$ cat config.mk
export PLATFORM = sky130hd
export DESIGN_NAME = fetch_unit
export DESIGN_NICKNAME = d
export VERILOG_FILES = /design/src/rtl/fetch_unit.sv
export SDC_FILE = /design/constraint.sdc
export NUM_CORES = 1
export LEC_CHECK = 0
export ABC_AREA = 1
export CAP_MARGIN = 20
export CORE_UTILIZATION = 35
export CTS_CLUSTER_DIAMETER = 100
export DETAILED_ROUTE_END_ITERATION = 7
export GPL_ROUTABILITY_DRIVEN = 0
export PLACE_DENSITY_LB_ADDON = 0.12
export SYNTH_ARGS = -nofsm -noshare
export SYNTH_HDL_FRONTEND = slang
export SYNTH_SLANG_ARGS = --single-unit
$ cat constraint.sdc
create_clock -name clk -period 4.4 [get_ports clk]
set_clock_uncertainty 0.15 [all_clocks]
set_input_delay 1.1 -clock clk [delete_from_list [all_inputs] [get_ports clk]]
set_output_delay 1.1 -clock clk [all_outputs]
set_load 0.05 [all_outputs]
$ cat src/rtl/fetch_unit.sv
// fetch_unit
//   Instruction-fetch stage. Owns the program counter, drives the word-aligned
//   byte address into a combinational instruction memory, captures each
//   returned instruction together with its PC in a small FIFO and presents the
//   FIFO head to decode over a valid/ready handshake. Branch redirects from
//   execute flush the FIFO and reload the PC.
//
// Ports
//   clk          in   rising-edge clock
//   reset        in   synchronous, active-high reset
//   imem_addr    out  byte address to instruction memory (the PC)
//   imem_rd      in   instruction returned combinationally for imem_addr
//   redirect     in   single-cycle branch-taken pulse
//   redirect_pc  in   branch target byte address (low two bits ignored)
//   instr_valid  out  FIFO head holds a valid instruction
//   instr_ready  in   decode accepts the head this cycle
//   instr        out  head instruction, 0 when not valid
//   instr_pc     out  byte address of the head instruction, 0 when not valid
//   fetch_fault  out  sticky: PC left the valid memory range
module fetch_unit #(
  parameter int unsigned              ADDR_W    = 24,
  parameter int unsigned              INSTR_W   = 24,
  parameter logic [ADDR_W-1:0]        RESET_PC  = '0,
  parameter int unsigned              MEM_WORDS = 140,
  parameter int unsigned              DEPTH     = 2
) (
  input  logic               clk,
  input  logic               reset,
  output logic [ADDR_W-1:0]  imem_addr,
  input  logic [INSTR_W-1:0] imem_rd,
  input  logic               redirect,
  input  logic [ADDR_W-1:0]  redirect_pc,
  output logic               instr_valid,
  input  logic               instr_ready,
  output logic [INSTR_W-1:0] instr,
  output logic [ADDR_W-1:0]  instr_pc,
  output logic               fetch_fault
);

  localparam int unsigned PTR_W = $clog2(DEPTH);
  localparam int unsigned CNT_W = PTR_W + 1;
  localparam int unsigned ENT_W = INSTR_W + ADDR_W;

  localparam logic [CNT_W-1:0]  DEPTH_C     = CNT_W'(DEPTH);
  localparam logic [ADDR_W-1:0] MEM_WORDS_C = ADDR_W'(MEM_WORDS);

  logic [ADDR_W-1:0] pc_q, pc_d;
  logic [CNT_W-1:0]  count_q, count_d;
  logic [PTR_W-1:0]  rd_ptr_q, rd_ptr_d;
  logic [PTR_W-1:0]  wr_ptr_q, wr_ptr_d;
  logic              fault_q, fault_d;
  logic [ENT_W-1:0]  mem_q [DEPTH];

  logic              pop;
  logic              push;
  logic              in_range;
  logic [ENT_W-1:0]  head;

  always_comb begin
    pop      = (count_q != '0) & instr_ready;
    in_range = ({2'b00, pc_q[ADDR_W-1:2]} < MEM_WORDS_C);
    // A pop frees a slot in the same cycle, so a full FIFO still accepts a push.
    push     = !redirect & in_range & ((count_q < DEPTH_C) | pop);

    pc_d     = pc_q;
    count_d  = count_q;
    rd_ptr_d = rd_ptr_q;
    wr_ptr_d = wr_ptr_q;
    fault_d  = fault_q;

    if (redirect) begin
      // The head popped this cycle was consumed by decode; everything else goes.
      pc_d     = {redirect_pc[ADDR_W-1:2], 2'b00};
      count_d  = '0;
      rd_ptr_d = '0;
      wr_ptr_d = '0;
      fault_d  = 1'b0;
    end else begin
      if (pop) begin
        rd_ptr_d = rd_ptr_q + PTR_W'(1);
      end
      if (push) begin
        wr_ptr_d = wr_ptr_q + PTR_W'(1);
        pc_d     = pc_q + ADDR_W'(4);
      end
      if (!in_range) begin
        fault_d = 1'b1;
      end
      case ({push, pop})
        2'b10:   count_d = count_q + CNT_W'(1);
        2'b01:   count_d = count_q - CNT_W'(1);
        default: count_d = count_q;
      endcase
    end
  end

  always_ff @(posedge clk) begin
    if (reset) begin
      pc_q     <= RESET_PC;
      count_q  <= '0;
      rd_ptr_q <= '0;
      wr_ptr_q <= '0;
      fault_q  <= 1'b0;
    end else begin
      pc_q     <= pc_d;
      count_q  <= count_d;
      rd_ptr_q <= rd_ptr_d;
      wr_ptr_q <= wr_ptr_d;
      fault_q  <= fault_d;
    end
  end

  // Storage needs no reset: count gates every read.
  always_ff @(posedge clk) begin
    if (!reset && push) begin
      mem_q[wr_ptr_q] <= {imem_rd, pc_q};
    end
  end

  assign head        = mem_q[rd_ptr_q];
  assign imem_addr   = pc_q;
  assign instr_valid = (count_q != '0);
  assign instr       = instr_valid ? head[ENT_W-1:ADDR_W] : '0;
  assign instr_pc    = instr_valid ? head[ADDR_W-1:0]     : '0;
  assign fetch_fault = fault_q;

endmodule

==> results of run 1 <==
[cells by family (layout without fill, tap and decap cells)]
kind of cell / count (synthesis) / in the layout / share of synthesized area [%]
simple gates: 204 / 204 / 17.8
flops: 120 / 120 / 68.7
other cells: 1 / 4 / 0.0775
mux: 1 / 1 / 0.207
buf+inv: 42 / 176 / 4.03
compound gates: 76 / 76 / 7.94
fa+ha+maj: 2 / 2 / 0.517
xor+xnor: 4 / 4 / 0.724
[power breakdown]
| part | switching [mW] | internal [mW] | leakage (nW) | total [mW] |
|---|---|---|---|---|
| clock | 0.453 | 0.873 | 0.284 | 1.33 |
| sequential | 0.0256 | 1.25 | 1.04 | 1.27 |
| combinational | 0.160 | 0.102 | 1.12 | 0.262 |
[placed cells by master (no fill, tap or decap)]
cell type	n
a21oi_1	69
a21oi_2	1
and3_1	1
buf_4	11
bufinv_16	3
clkbuf_1	2
clkbuf_16	17
clkdlybuf4s50_1	119
clkinv_1	5
clkinv_2	6
conb_1	4
dfxtp_1	27
dfxtp_2	1
edfxtp_1	92
ha_1	2
inv_1	12
inv_2	1
mux2i_1	1
nand2_1	141
nand2_4	1
nand3_1	31
nand4_1	1
nand4_4	1
nor2_1	21
nor2_4	4
nor3_1	1
nor3_4	1
o21ai_0	6
or2_4	1
xnor2_1	1
xor2_1	3
[state kept, by name, summed over array words and instances (netlist names), named ones only]
signal       count
count_q          2
mem_q           92
imem_addr       22
fetch_fault      1
rd_ptr_q         1
wr_ptr_q         1
[through the flow]
step | hold slack (ps) | total power, mW | worst slack, ps
after floorplan | 275 | 1.45 | 308
after detailed placement | 295 | 1.56 | 968
after CTS | 305 | 2.89 | 543
after global routing | 338 | 2.95 | 425
final | 303 | 2.86 | 591
after global placement | 286 | 1.55 | 973
[routing by layer]
layer	vias to the layer above	share of wire, %	global-route usage (%)
met5	-	0	0
met4	0	1.7	7.50
met3	12	5.8	4.90
met2	112	46	25.2
met1	1678	46	21.6
li1	1784	-	-
[critical path, stage by stage (launching register included)]
cell,delay [ps]
dfxtp_2,320
inv_2,460
buf_4,280
nand2_1,70
a21oi_1,180
clkdlybuf4s50_1,830
[path summary, 6_finish.rpt]
check / to / from / cells past startpoint / slack (ps)
max: instr[1] / register / 5 / 590
min: register / rd_ptr_q / 1 / 300
max reg2reg: mem_q[1][43] / imem_addr[10] / 7 / 2110
min reg2reg: register / rd_ptr_q / 1 / 300
[cell type report]
class | instances | area (um2) | area share, %
multi-input cells | 291 | 1350 | 19.9
clock inverters | 13 | 135 | 1.99
well taps | 176 | 220 | 3.24
repair buffers | 130 | 1270 | 18.8
flip-flops and latches | 120 | 3320 | 48.9
clock buffers | 19 | 433 | 6.37
inverters | 14 | 52.6 | 0.774
==> impl_metrics.py, run 1 <==
metrics = {
    "outcome": {
        "status": "completed",
    },
    "cells_and_area": {
        "finalInstanceArea_um2": 6790,
        "fin_nets": 628,
        "syn_to_final_growth_pct": 40.4,
        "fin_util_pct": 50.9,
        "drive_above_1_share_pct": 8.18,
        "n_fill_cell": 1221,
        "stdcell_count": 763,
        "n_antenna_cell": 0,
    },
    "cts": {
        "clock_latency_ps": 410,
        "cts-htree-levels": 4,
        "cts_setup_buffers": 0,
        "numCtsBuffers": 17,
        "cts_tree": "built",
        "path_clk_slew_ps": 50,
        "numClockSinks": 120,
        "cts_root_buffer": "clkbuf_16",
        "postCtsHoldBufs": 0,
        "cts-resized-gates": 0,
        "cts_buffer_depth": 2,
    },
    "logic_synthesis": {
        "yosysMostFrequentCell": "nand2_1",
        "yosysSeqAreaShare_pct": 68.7,
        "yosys-top-cells-count": "nand2_1, edfxtp_1, a21oi_1, nand3_1, dfxtp_1",
        "synth_edf_count": 92,
        "synth.distinct_cells": 29,
        "ys.flop_type": "edfxtp_1",
        "synth_cells": 450,
        "synth_top_area_share_pct": 57.1,
        "ys.warnings.count": 0,
        "ys_top_cells_by_area": "edfxtp_1, dfxtp_1, nand2_1, a21oi_1, nand3_1",
        "synth-async-reset-ratio_pct": 0,
        "avgSynthCellArea_um2": 10.8,
        "ys_seq_elements": 120,
        "yosys.area.top_type": "edfxtp_1",
        "netlist_area_um2": 4840,
    },
    "worst_hold_path": {
        "hold_path_class": "register to register",
    },
    "timing": {
        "drv_slew": 0,
        "finalSetupViolCount": 0,
        "fmax_ghz": 0.263,
        "slew_headroom_pct": 51.0,
        "tightestPinTransition_ps": 731,
        "fin_tns_setup_ps": 0,
        "period_share_pct": 86.6,
        "hold_violations": 0,
        "post-route-min-period_ps": 3810,
        "rsz0062_at_grt": "no",
    },
    "power_and_ir_drop": {
        "ir_drop_v": 0.000182,
        "power_density_nw_per_um2": 421,
        "cellLeakagePower_nw": 2.45,
    },
    "critical_path": {
        "critPathKind": "register to output port",
        "worst-endpoint-required_ps": 3150,
        "crit_path_end_kind": "output port",
        "startpoint_type": "register",
        "crit_fanout": 33,
        "arrival_ps": 2560,
    },
    "die": {
        "top_level_ports": 126,
        "core_um2": 13300,
        "dieWidth_um": 120,
        "initial_core_util_pct": 36.2,
        "chipHeight_um": 120,
        "dieArea_um2": 14300,
        "rows": 42,
    },
    "route": {
        "dr.pass1.iters": 4,
        "drtIter0Drc": 194,
        "wire_per_inst_um": 14.5,
        "vias_per_cell": 4.70,
        "wl_um": 11100,
        "remaining_drc_errors": 0,
        "via_count": 3586,
        "ant_nets": 0,
    },
    "global_route": {
        "track_usage_pct": 16.5,
        "grt_max_degree": 47,
        "antenna_found_initial": 0,
        "grt-ovfl-total": 0,
        "grt_pass1_wl_um": 17700,
        "grt_pass1_vias": 3390,
    },
    "placement": {
        "dp_hpwl_um": 6970,
        "dpl_cell_area_um2": 6220,
        "port_buffers": 119,
        "dp.cells": 731,
    },
    "run": {
        "maxCapViolations": 0,
    },
}
Note: power is estimated with default switching activity, not from simulation.
==> inputs of run 2 (changes only) <==
--- a/config.mk
+++ b/config.mk
@@ -6,7 +6,7 @@
 export NUM_CORES = 1
 export LEC_CHECK = 0
 export ABC_AREA = 1
-export CAP_MARGIN = 20
+export CAP_MARGIN = 10
 export CORE_UTILIZATION = 35
 export CTS_CLUSTER_DIAMETER = 100
 export DETAILED_ROUTE_END_ITERATION = 7
==> results of run 2 <==
Same layout as run 1: the final DEF is identical, and so are final timing and power.
==> inputs of run 3 (changes only) <==
--- a/config.mk
+++ b/config.mk
@@ -11,7 +11,8 @@
 export CTS_CLUSTER_DIAMETER = 100
 export DETAILED_ROUTE_END_ITERATION = 7
 export GPL_ROUTABILITY_DRIVEN = 0
-export PLACE_DENSITY_LB_ADDON = 0.12
+export PLACE_DENSITY = 0.61
+export REMOVE_ABC_BUFFERS = 1
 export SYNTH_ARGS = -nofsm -noshare
 export SYNTH_HDL_FRONTEND = slang
 export SYNTH_SLANG_ARGS = --single-unit
==> run 3 against run 2 <==
Effect of this change:
- clock power is 14% higher
- count of clock-buffer cells in the layout rose by 4
- sequential cell count did not move
- register-to-register slack worse by 170 ps
- highest routed layer unchanged
- hold slack got worse by 1.9 ps
- sequential share of layout area shrank 0.53 points
==> impl_metrics.py, run 3 (synthesis results as in run 1) <==
metrics = {
    "outcome": {
        "status": "completed",
    },
    "cells_and_area": {
        "layout_common_cells": "nand2_1, clkdlybuf4s50_1, edfxtp_1",
        "largest_reg_flops": 92,
        "finalInstanceArea_um2": 6870,
        "top_register": "mem_q",
        "n_antenna_cell": 0,
        "final_common_cell": "nand2_1",
        "syn_to_final_growth_pct": 41.9,
        "fin_nets": 627,
        "fin_util_pct": 51.4,
        "stdcell_count": 762,
        "drive_above_1_share_pct": 8.36,
    },
    "placement": {
        "pre_cts_slack_ps": 935,
        "dp.cells": 730,
        "dp_hpwl_um": 7290,
        "port_buffers": 119,
        "dpl_cell_area_um2": 6220,
    },
    "route": {
        "wl_met2_um": 5670,
        "wl_um": 11400,
        "dr.pass1.iters": 4,
        "top_layer": "met4",
        "wl_met3_um": 691,
        "wire_per_inst_um": 15.0,
        "drtIter0Drc": 205,
        "vias_per_cell": 4.79,
        "via_count": 3649,
        "remaining_drc_errors": 0,
        "ant_nets": 0,
        "wirelength_met1_um": 4910,
    },
    "cts": {
        "cts_root_buffer": "clkbuf_16",
        "cts-resized-gates": 0,
        "path_clk_slew_ps": 50,
        "numCtsBuffers": 17,
        "postCtsHoldBufs": 0,
        "clock_latency_ps": 400,
        "cts_tree": "built",
        "cts_buffer_depth": 2,
        "cts-htree-levels": 4,
        "numClockSinks": 120,
        "cts_setup_buffers": 0,
    },
    "timing": {
        "fmax_ghz": 0.262,
        "rsz0062_at_grt": "no",
        "slew_headroom_pct": 47.4,
        "layout_setup_ws_ps": 580,
        "drv_slew": 0,
        "finalSetupViolCount": 0,
        "tightestPinTransition_ps": 784,
        "period_share_pct": 86.8,
        "fin_tns_setup_ps": 0,
        "hold_violations": 0,
        "post-route-min-period_ps": 3820,
    },
    "critical_path": {
        "startpoint_type": "register",
        "worst-endpoint-required_ps": 3150,
        "crit_fanout": 27,
        "arrival_ps": 2570,
        "cp_slowest_cell": "clkdlybuf4s50_1",
        "slowest_delay_ps": 830,
        "worstPathCellList": "buf_4 -> nand2_1 -> a21oi_1 -> clkdlybuf4s50_1",
        "reg2reg_from": "imem_addr[23]",
        "reg2reg_depth": 8,
        "crit_path_end_kind": "output port",
        "rrSetupSlack_ps": 1940,
        "crit-reg2reg-capture": "mem_q[1][23]",
        "critPathKind": "register to output port",
    },
    "die": {
        "dieArea_um2": 14300,
        "top_level_ports": 126,
        "initial_core_util_pct": 36.2,
        "dieWidth_um": 120,
        "core_um2": 13300,
        "chipHeight_um": 120,
        "rows": 42,
    },
    "global_route": {
        "antenna_found_initial": 0,
        "grt-ovfl-total": 0,
        "grt_pass1_wl_um": 18200,
        "grt_max_degree": 34,
        "track_usage_pct": 16.9,
        "grt_pass1_vias": 3574,
    },
    "worst_hold_path": {
        "hp-start": "rd_ptr_q",
        "hold_path_class": "register to register",
        "min_path_cells": 1,
    },
    "power_and_ir_drop": {
        "ir_drop_v": 0.000238,
        "power_density_nw_per_um2": 443,
        "cellLeakagePower_nw": 2.48,
    },
    "run": {
        "maxCapViolations": 0,
    },
}
==> run 3: changes by cell type in the layout (fill, tap and decap cells not counted), sizes merged <==
cell	before	now
buf	11	10
bufinv	3	5
clkbuf	19	23
clkinv	11	4
clkinvlp	0	1
==> run 3: final cells by class <==
class                      instances  area, um2
timing repair buffer             129       1270
fill                            1241       6480
clock buffer                      23        478
multi-input combinational        291       1350
sequential                       120       3320
inverter                          14       52.6
clock inverter                     9        171
tap                              176        220
==> run 3: worst max-delay path by stage <==
stage,from,cells after the start,slack [ps],end
CTS,register,4,530,instr[1]
global placement,redirect,6,970,imem_addr[3]
global route,register,4,410,instr[4]
detailed placement,redirect,5,930,imem_addr[9]
floorplan,instr_ready,6,150,mem_q[1][10]
finish,register,4,580,instr[8]
==> run 3: per-layer routing <==
metal  GRT usage (%)  vias to the layer above
met5               0                        -
met4            6.41                        0
met3            4.99                       17
met2            28.9                      114
met1            19.9                     1734
li1                -                     1784
==> run 3: worst max-delay path, delay by kind of cell (launching register included) <==
kind / cells / cell delay [ps]
buffers and inverters: 2 / 1190
flip-flops: 1 / 700
AO/OA/AOI/OAI: 1 / 190
AND/OR/NAND/NOR: 1 / 80
==> run 3: metrics by stage <==
step	power [mW]	hold WS (ps)
after floorplan	1.43	275
after CTS	3.07	300
after detailed placement	1.56	292
after global routing	3.14	333
after global placement	1.55	278
final	3.04	301
==> run 3: report_power, final <==
group	switching, mW	internal (mW)	total, mW
sequential	0.0240	1.25	1.27
combinational	0.164	0.101	0.265
clock	0.460	1.05	1.51
